==> config.mk <==
export PLATFORM = sky130hd
export DESIGN_NAME = jedro_1_mem_arbiter
export DESIGN_NICKNAME = d
export VERILOG_FILES = /design/src/rtl/jedro_1_defines.sv /design/src/rtl/jedro_1_mem_arbiter.sv
export SDC_FILE = /design/constraint.sdc
export NUM_CORES = 1
export LEC_CHECK = 0
export ABC_CLOCK_PERIOD_IN_PS = 1690
export CAP_MARGIN = 20
export CORE_AREA = 10 10 117 119
export CTS_CLUSTER_SIZE = 10
export DETAILED_ROUTE_END_ITERATION = 6
export DIE_AREA = 0 0 127 129
export PLACE_DENSITY = 0.78
export SKIP_LAST_GASP = 1
export SLEW_MARGIN = 40
export SYNTH_ARGS = -nofsm -noshare
export SYNTH_HDL_FRONTEND = slang
export SYNTH_SLANG_ARGS = --single-unit
==> constraint.sdc <==
create_clock -name clk_i -period 1.69 [get_ports clk_i]
set_clock_uncertainty 0.1 [all_clocks]
set_input_delay 0.2535 -clock clk_i [delete_from_list [all_inputs] [get_ports clk_i]]
set_output_delay 0.2535 -clock clk_i [all_outputs]
set_load 0.02 [all_outputs]
==> src/rtl/jedro_1_defines.sv <==
// Shared jedro_1 core definitions: datapath widths and memory-arbiter enums.
package jedro_1_defines;

    localparam int XLEN   = 32;
    localparam int NBYTES = XLEN / 8;

    typedef enum logic [1:0] {
        IDLE,
        REQ,
        RSP
    } arb_state_e;

    typedef enum logic {
        IFU,
        LSU
    } arb_owner_e;

endpackage

==> src/rtl/jedro_1_mem_arbiter.sv <==
// Shares one memory port between instruction fetch and load/store, one
// transaction in flight, LSU first with a bounded-starvation guard for fetch.
module jedro_1_mem_arbiter #(
    parameter int XLEN           = jedro_1_defines::XLEN,
    parameter int NBYTES         = XLEN / 8,
    parameter int MAX_DATA_BURST = 4
) (
    input  logic              clk_i,
    input  logic              rst_i,

    input  logic [XLEN-1:0]   ifu_req_addr_i,
    input  logic [XLEN-1:0]   ifu_req_data_i,
    input  logic [NBYTES-1:0] ifu_req_strobe_i,
    input  logic              ifu_req_write_i,
    input  logic              ifu_req_valid_i,
    output logic              ifu_req_ready_o,
    output logic [XLEN-1:0]   ifu_rsp_data_o,
    output logic              ifu_rsp_error_o,
    output logic              ifu_rsp_valid_o,
    input  logic              ifu_rsp_ready_i,

    input  logic [XLEN-1:0]   lsu_req_addr_i,
    input  logic [XLEN-1:0]   lsu_req_data_i,
    input  logic [NBYTES-1:0] lsu_req_strobe_i,
    input  logic              lsu_req_write_i,
    input  logic              lsu_req_valid_i,
    output logic              lsu_req_ready_o,
    output logic [XLEN-1:0]   lsu_rsp_data_o,
    output logic              lsu_rsp_error_o,
    output logic              lsu_rsp_valid_o,
    input  logic              lsu_rsp_ready_i,

    output logic [XLEN-1:0]   mem_req_addr_o,
    output logic [XLEN-1:0]   mem_req_data_o,
    output logic [NBYTES-1:0] mem_req_strobe_o,
    output logic              mem_req_write_o,
    output logic              mem_req_valid_o,
    input  logic              mem_req_ready_i,
    input  logic [XLEN-1:0]   mem_rsp_data_i,
    input  logic              mem_rsp_error_i,
    input  logic              mem_rsp_valid_i,
    output logic              mem_rsp_ready_o,

    output logic              protocol_err_o
);
    import jedro_1_defines::*;

    localparam logic [3:0] MAX_CNT = 4'(MAX_DATA_BURST);

    arb_state_e state;
    arb_owner_e owner;
    logic [3:0] burst_cnt;

    logic lsu_wins;
    logic owner_req_valid;
    logic owner_rsp_ready;

    // A saturated counter only blocks the LSU while fetch is actually waiting.
    assign lsu_wins        = lsu_req_valid_i && ((burst_cnt < MAX_CNT) || !ifu_req_valid_i);
    assign owner_req_valid = (owner == LSU) ? lsu_req_valid_i : ifu_req_valid_i;
    assign owner_rsp_ready = (owner == LSU) ? lsu_rsp_ready_i : ifu_rsp_ready_i;

    always_ff @(posedge clk_i or posedge rst_i) begin
        if (rst_i) begin
            state          <= IDLE;
            owner          <= IFU;
            burst_cnt      <= 4'd0;
            protocol_err_o <= 1'b0;
        end else begin
            if (mem_rsp_valid_i && (state != RSP))
                protocol_err_o <= 1'b1;
            case (state)
                IDLE: begin
                    if (lsu_wins) begin
                        owner <= LSU;
                        state <= REQ;
                        if (ifu_req_valid_i && (burst_cnt < MAX_CNT))
                            burst_cnt <= burst_cnt + 4'd1;
                    end else if (ifu_req_valid_i) begin
                        owner     <= IFU;
                        state     <= REQ;
                        burst_cnt <= 4'd0;
                    end
                end
                REQ: begin
                    if (!owner_req_valid)
                        state <= IDLE;
                    else if (mem_req_ready_i)
                        state <= RSP;
                end
                RSP: begin
                    if (mem_rsp_valid_i && owner_rsp_ready)
                        state <= IDLE;
                end
                default: state <= IDLE;
            endcase
        end
    end

    always_comb begin
        mem_req_addr_o   = '0;
        mem_req_data_o   = '0;
        mem_req_strobe_o = '0;
        mem_req_write_o  = 1'b0;
        mem_req_valid_o  = 1'b0;
        mem_rsp_ready_o  = 1'b0;
        ifu_req_ready_o  = 1'b0;
        lsu_req_ready_o  = 1'b0;
        ifu_rsp_data_o   = '0;
        ifu_rsp_error_o  = 1'b0;
        ifu_rsp_valid_o  = 1'b0;
        lsu_rsp_data_o   = '0;
        lsu_rsp_error_o  = 1'b0;
        lsu_rsp_valid_o  = 1'b0;
        case (state)
            IDLE: mem_rsp_ready_o = 1'b1;
            REQ: begin
                // Stray responses are swallowed here so they cannot wedge memory.
                mem_rsp_ready_o = mem_rsp_valid_i;
                if (owner == LSU) begin
                    mem_req_addr_o   = lsu_req_addr_i;
                    mem_req_data_o   = lsu_req_data_i;
                    mem_req_strobe_o = lsu_req_strobe_i;
                    mem_req_write_o  = lsu_req_write_i;
                    mem_req_valid_o  = lsu_req_valid_i;
                    lsu_req_ready_o  = mem_req_ready_i;
                end else begin
                    mem_req_addr_o   = ifu_req_addr_i;
                    mem_req_data_o   = ifu_req_data_i;
                    mem_req_strobe_o = ifu_req_strobe_i;
                    mem_req_write_o  = ifu_req_write_i;
                    mem_req_valid_o  = ifu_req_valid_i;
                    ifu_req_ready_o  = mem_req_ready_i;
                end
            end
            RSP: begin
                mem_rsp_ready_o = owner_rsp_ready;
                if (owner == LSU) begin
                    lsu_rsp_data_o  = mem_rsp_data_i;
                    lsu_rsp_error_o = mem_rsp_error_i;
                    lsu_rsp_valid_o = mem_rsp_valid_i;
                end else begin
                    ifu_rsp_data_o  = mem_rsp_data_i;
                    ifu_rsp_error_o = mem_rsp_error_i;
                    ifu_rsp_valid_o = mem_rsp_valid_i;
                end
            end
            default: ;
        endcase
    end

endmodule

# Word-level counts from Yosys, hierarchy flattened
# Cells that the tools add are included.
[classes] n_eq_ne=7 mux=39 n_reduce_logical=11 n_lt_le_gt_ge=1 n_mul=0 n_div=0 shifts=0 bitwise_logic=0 n_addsub=1
[op_table] op="$mux 32" n=8
[op_table] op="$mux 4" n=5
[op_table] op="$mux 1" n=19
[op_table] op="$mux 2" n=5
[op_table] op="$ne 3x3->1 const B" n=2
[op_table] op="$pmux 2 s3" n=1
[op_table] op="$reduce_and 3->1" n=2
[op_table] op="$add 4x1->4 const B" n=1
[op_table] op="$logic_and 1x1->1" n=4
[op_table] op="$lt 4x3->1 const B" n=1
[op_table] op="$ne 2x2->1 const B" n=2
[op_table] op="$pmux 1 s3" n=1
[op_table] op="$eq 2x1->1 const B" n=1
[op_table] op="$eq 2x2->1 const B" n=1
[op_table] op="$logic_not 2->1" n=1
[op_table] op="$ne 2x1->1 const B" n=1
[op_table] op="$reduce_and 2->1" n=1
[op_table] op="$reduce_bool 2->1" n=1
[op_table] op="$logic_not 1->1" n=1
[op_table] op="$logic_or 1x1->1" n=1
[totals] latchBits=0 wordCells=63 n_memories=0 inputBits=179 mem_bits_ro=0 out_inout_bits=142 register_bits=8 ram_bits=0

# Longest topological paths before layout
[logic_depth] ltp_word=5 ltp_mapped=5 mapped_depth_nobuf=3

# Worst setup path after synthesis
# OpenSTA, ideal clock, no wires.
[synth_path] kind="reg-to-output" start="register owner" end="output ifu_rsp_valid_o" slack_ns=0.077 required_time_ns=1.336 path_stages_with_launch=4 path_buffers=2 arrival_ns=1.259 cell_sequence="dfrtp_1 -> buf_4 -> buf_2 -> nor3_1"
[synth_between] elab_chain_cells=2
[synth_lines] element="start: declaration" line="jedro_1_mem_arbiter.sv:51" source="arb_owner_e owner;"
[synth_lines] element="start signal: assignment" line="jedro_1_mem_arbiter.sv:66" source="owner <= IFU;"
[synth_lines] element="start signal: assignment" line="jedro_1_mem_arbiter.sv:75" source="owner <= LSU;"
[synth_lines] element="start signal: assignment" line="jedro_1_mem_arbiter.sv:80" source="owner <= IFU;"
[synth_lines] element="$mux 1" line="jedro_1_mem_arbiter.sv:138" source="if (owner == LSU) begin"
[synth_lines] element="$mux 1" line="jedro_1_mem_arbiter.sv:115" source="case (state)"
[synth_lines] element="end: declaration" line="jedro_1_mem_arbiter.sv:19" source="output logic ifu_rsp_valid_o,"
# No other way between the ends.

# Final worst setup path
[layout_path] start="register owner" end="output mem_req_data_o[15]"
[layout_between] elab_chain_cells=2
[layout_lines] element="$mux 32" line="jedro_1_mem_arbiter.sv:120" source="if (owner == LSU) begin"
[layout_lines] element="$mux 32" line="jedro_1_mem_arbiter.sv:115"
[layout_lines] element="end: declaration" line="jedro_1_mem_arbiter.sv:34" source="output logic [XLEN-1:0] mem_req_data_o,"
# No other way between the ends.

==> results.md <==
- Utilization after layout: 0.487
- Clk sink count: 8
- Worst vdd ir: about 0.00081 V
- Hold Crit Class: in -> async
- Max Cap Viol: 0
- H-tree Lvls: 1
- Initial antenna violation count: 0
- PortBufs: 320
- Final min period: a little under 2000 ps
- Critical Path AT: ~1600 ps
- Initial DRC Count: roughly 100
- Fin crit share: 1.14
- Area of the multi-input gates: approximately 1600 um^2
- N_diodes: 0
- Post-synth top area share: 0.366
- RSZ-0062 raised after global routing: yes
- Share of layout cells above drive strength 1: 0.318
- Post-Syn Area: a little under 2000 um^2
- Leakage: between 2 and 3 nW
- DR DRC count: 0
- Pwr dens: between 1000 and 1500 nW/um^2
- Most common cell on crit path: buf_12
- Setup slack at placement: -419 ps
- Hold Vio Cnt, Final: 0
- CTS Buf Count: 3
- Post-Place Cell Area: between 5000 and 6000 um^2
- Clock root cell: clkbuf_16
- Remaining global-route overflow: 0
- First-pass GRT wire length: around 20,000 um
- Fmax: 518 MHz
- Crit Path Class: reg -> out
- Inst Count DP: 736
- Die W: 127 um
- Post-route setup TNS: -20,100 ps
- Worst path cell trace: buf_12 -> buf_12 -> buf_16 -> mux2i_1 -> nor2_1 -> buf_4
- Initial Utilization: 0.171
- CTS tree: done
- Status: finished with violations
- Mapped Cells: between 200 and 300
- Antenna-violating nets left: 0
- Slowest cell delay on critical path: about 500 ps
- Slew margin rel.: 0.797
- Violated checks: setup timing
- Fillers: approximately 1,100
- Gr usage total: 0.157
- Final nets: between 700 and 800
- Slew Limit Fails: 0
- Die H: 129 um
- Worst hold slack: ~160 ps
- Layout area overhead: 184%
- Syn_nets: approximately 460
- Register area: a little over 200 um^2
- Synthesized flop and latch total: 8
- TritonRoute pass-1 iters: 4
- Vias in the first global route: between 3,000 and 4,000
- Largest fanout on the critical path: 9
- Required time worst endpoint: between 1000 and 1500 ps
- Largest area contributor in the netlist: mux2i_1
- Pin count of the biggest net entering global routing: 36
- Routed wire length: 15,000 um
- Startpoint Class: flop
- Boundary Pins: 321
- Clock Tree Buf Depth: 2
- Fin area: between 5000 and 6000 um^2
- Setup WS post-layout: -242 ps
- Routability cong.: ~0.87
- Std cell rows: 39
- CP endpoint kind: primary output
- Via count: about 3,200
- Die area: approximately 16,000 um^2
- Total power: roughly 7.3 mW
- Synth area leaders: mux2i_1, and2_1, nor2_1, dfrtp_1, buf_4
- Mapped Avg Cell Area: 7.03 um^2
- Wire length per cell: about 20 um
- Measured slew at the worst slew-check pin: 304 ps
- CP max-delay cell: dfrtp_4
- Skew-Pair Late Insertion Delay: ~240 ps
- Post-synthesis sequential area ratio: 0.103
- HPWL after DPL: approximately 13,000 um
- Core ar.: 11,300 um^2
- CTS clk-pin slew, worst paths: 40 ps
- Count of different cell masters after synthesis: 26
- # setup viols final: ~140
- Layout Cells excl Fill: about 750
- Synth Warn #: 0
- Vias per std cell: approximately 4.3
[synthesized netlist by cell type, drive strengths merged]
library cell,count
or3b,1
nand2b,2
nor3,3
inv,3
clkbuf,7
mux2i,71
and2,66
o22a,1
ha,1
a21boi,1
a21o,1
o21a,1
nor2,78
o21ai,3
nand3,1
buf,17
nor3b,1
a21oi,3
nand3b,1
dfrtp,8
o22ai,1
nand2,4
o32ai,1
[cell families (layout without fill, tap and decap cells)]
group	Yosys count	in the layout	synth area share
AO/OA/AOI/OAI	12	12	0.0394
buffers and inverters	27	362	0.0774
AND/OR/NAND/NOR	157	157	0.407
flip-flops	8	8	0.103
adder cells (fa/ha/maj)	1	1	0.00645
multiplexers	71	71	0.366
[per-layer routing]
| metal | wire (um) | vias to the layer above | track usage | share of wire |
|---|---|---|---|---|
| li1 | - | 1575 | - | - |
| met4 | 110 | 0 | 0.0188 | 0.0073 |
| met3 | 1060 | 11 | 0.0407 | 0.071 |
| met5 | 0 | - | 0 | 0 |
| met2 | 8470 | 137 | 0.319 | 0.56 |
| met1 | 5360 | 1485 | 0.158 | 0.36 |
[registers in the layout, summed over array words and instances, names as in the netlist]
| register | cells |
|---|---|
| burst_cnt | 4 |
| owner | 1 |
| protocol_err_o | 1 |
| state | 2 |
[layout make-up]
class                      count  area share
timing repair buffer         355       0.618
multi-input combinational    241       0.297
sequential                     8      0.0370
tap                          143      0.0325
clock buffer                   4      0.0143
inverter                       3     0.00204
[where the power goes]
group | leakage, nW | internal (mW) | switching [mW]
Clock | 0.0382 | 0.315 | 0.100
Sequential | 0.0986 | 0.269 | 0.0681
Combinational | 2.44 | 3.16 | 3.37
Total | 2.58 | 3.74 | 3.54
[path summary, 6_finish.rpt]
| kind | to | cells after the start | from | slack [ps] |
|---|---|---|---|---|
| setup / recovery | mem_req_data_o[15] | 6 | owner | -240 |
| hold / removal | burst_cnt[1] | 2 | rst_i | 160 |
| setup reg to reg | burst_cnt[0] | 5 | state[1] | 120 |
| hold reg to reg | protocol_err_o | 1 | protocol_err_o | 370 |
| max in group asynchronous | owner | 2 | rst_i | 1070 |
| min in group clk_i | protocol_err_o | 1 | protocol_err_o | 370 |
[cells in the final DEF, fill, tap and decap left out, types with 2 or more instances in the layout]
cell and instances:
a21oi_1 2, and2_1 66, buf_12 6, buf_16 3
buf_2 16, buf_4 98, buf_6 4, buf_8 3
clkbuf_16 5, clkbuf_2 7, clkdlybuf4s15_2 37, clkdlybuf4s50_1 179
dfrtp_1 7, inv_1 2, mux2i_1 68, mux2i_2 3
nand2_1 4, nand2b_4 2, nor2_1 75, nor2_2 2
nor3_2 2, o21ai_0 3
[critical path, delay by kind of cell, from the launching register on]
family | cells | cell delay [ps]
flip-flops | 1 | 500
buffers and inverters | 4 | 590
AND/OR/NAND/NOR | 1 | 70
multiplexers | 1 | 170
[repair_timing]
item                       in CTS  in global routing
hold buffers                    0                  0
pin swaps                       4                 18
setup buffers                   4                  7
gates resized for setup       521                106
gates cloned                    2                  2
setup endpoints to repair     140                141
Note: power is estimated with default switching activity, not from simulation.
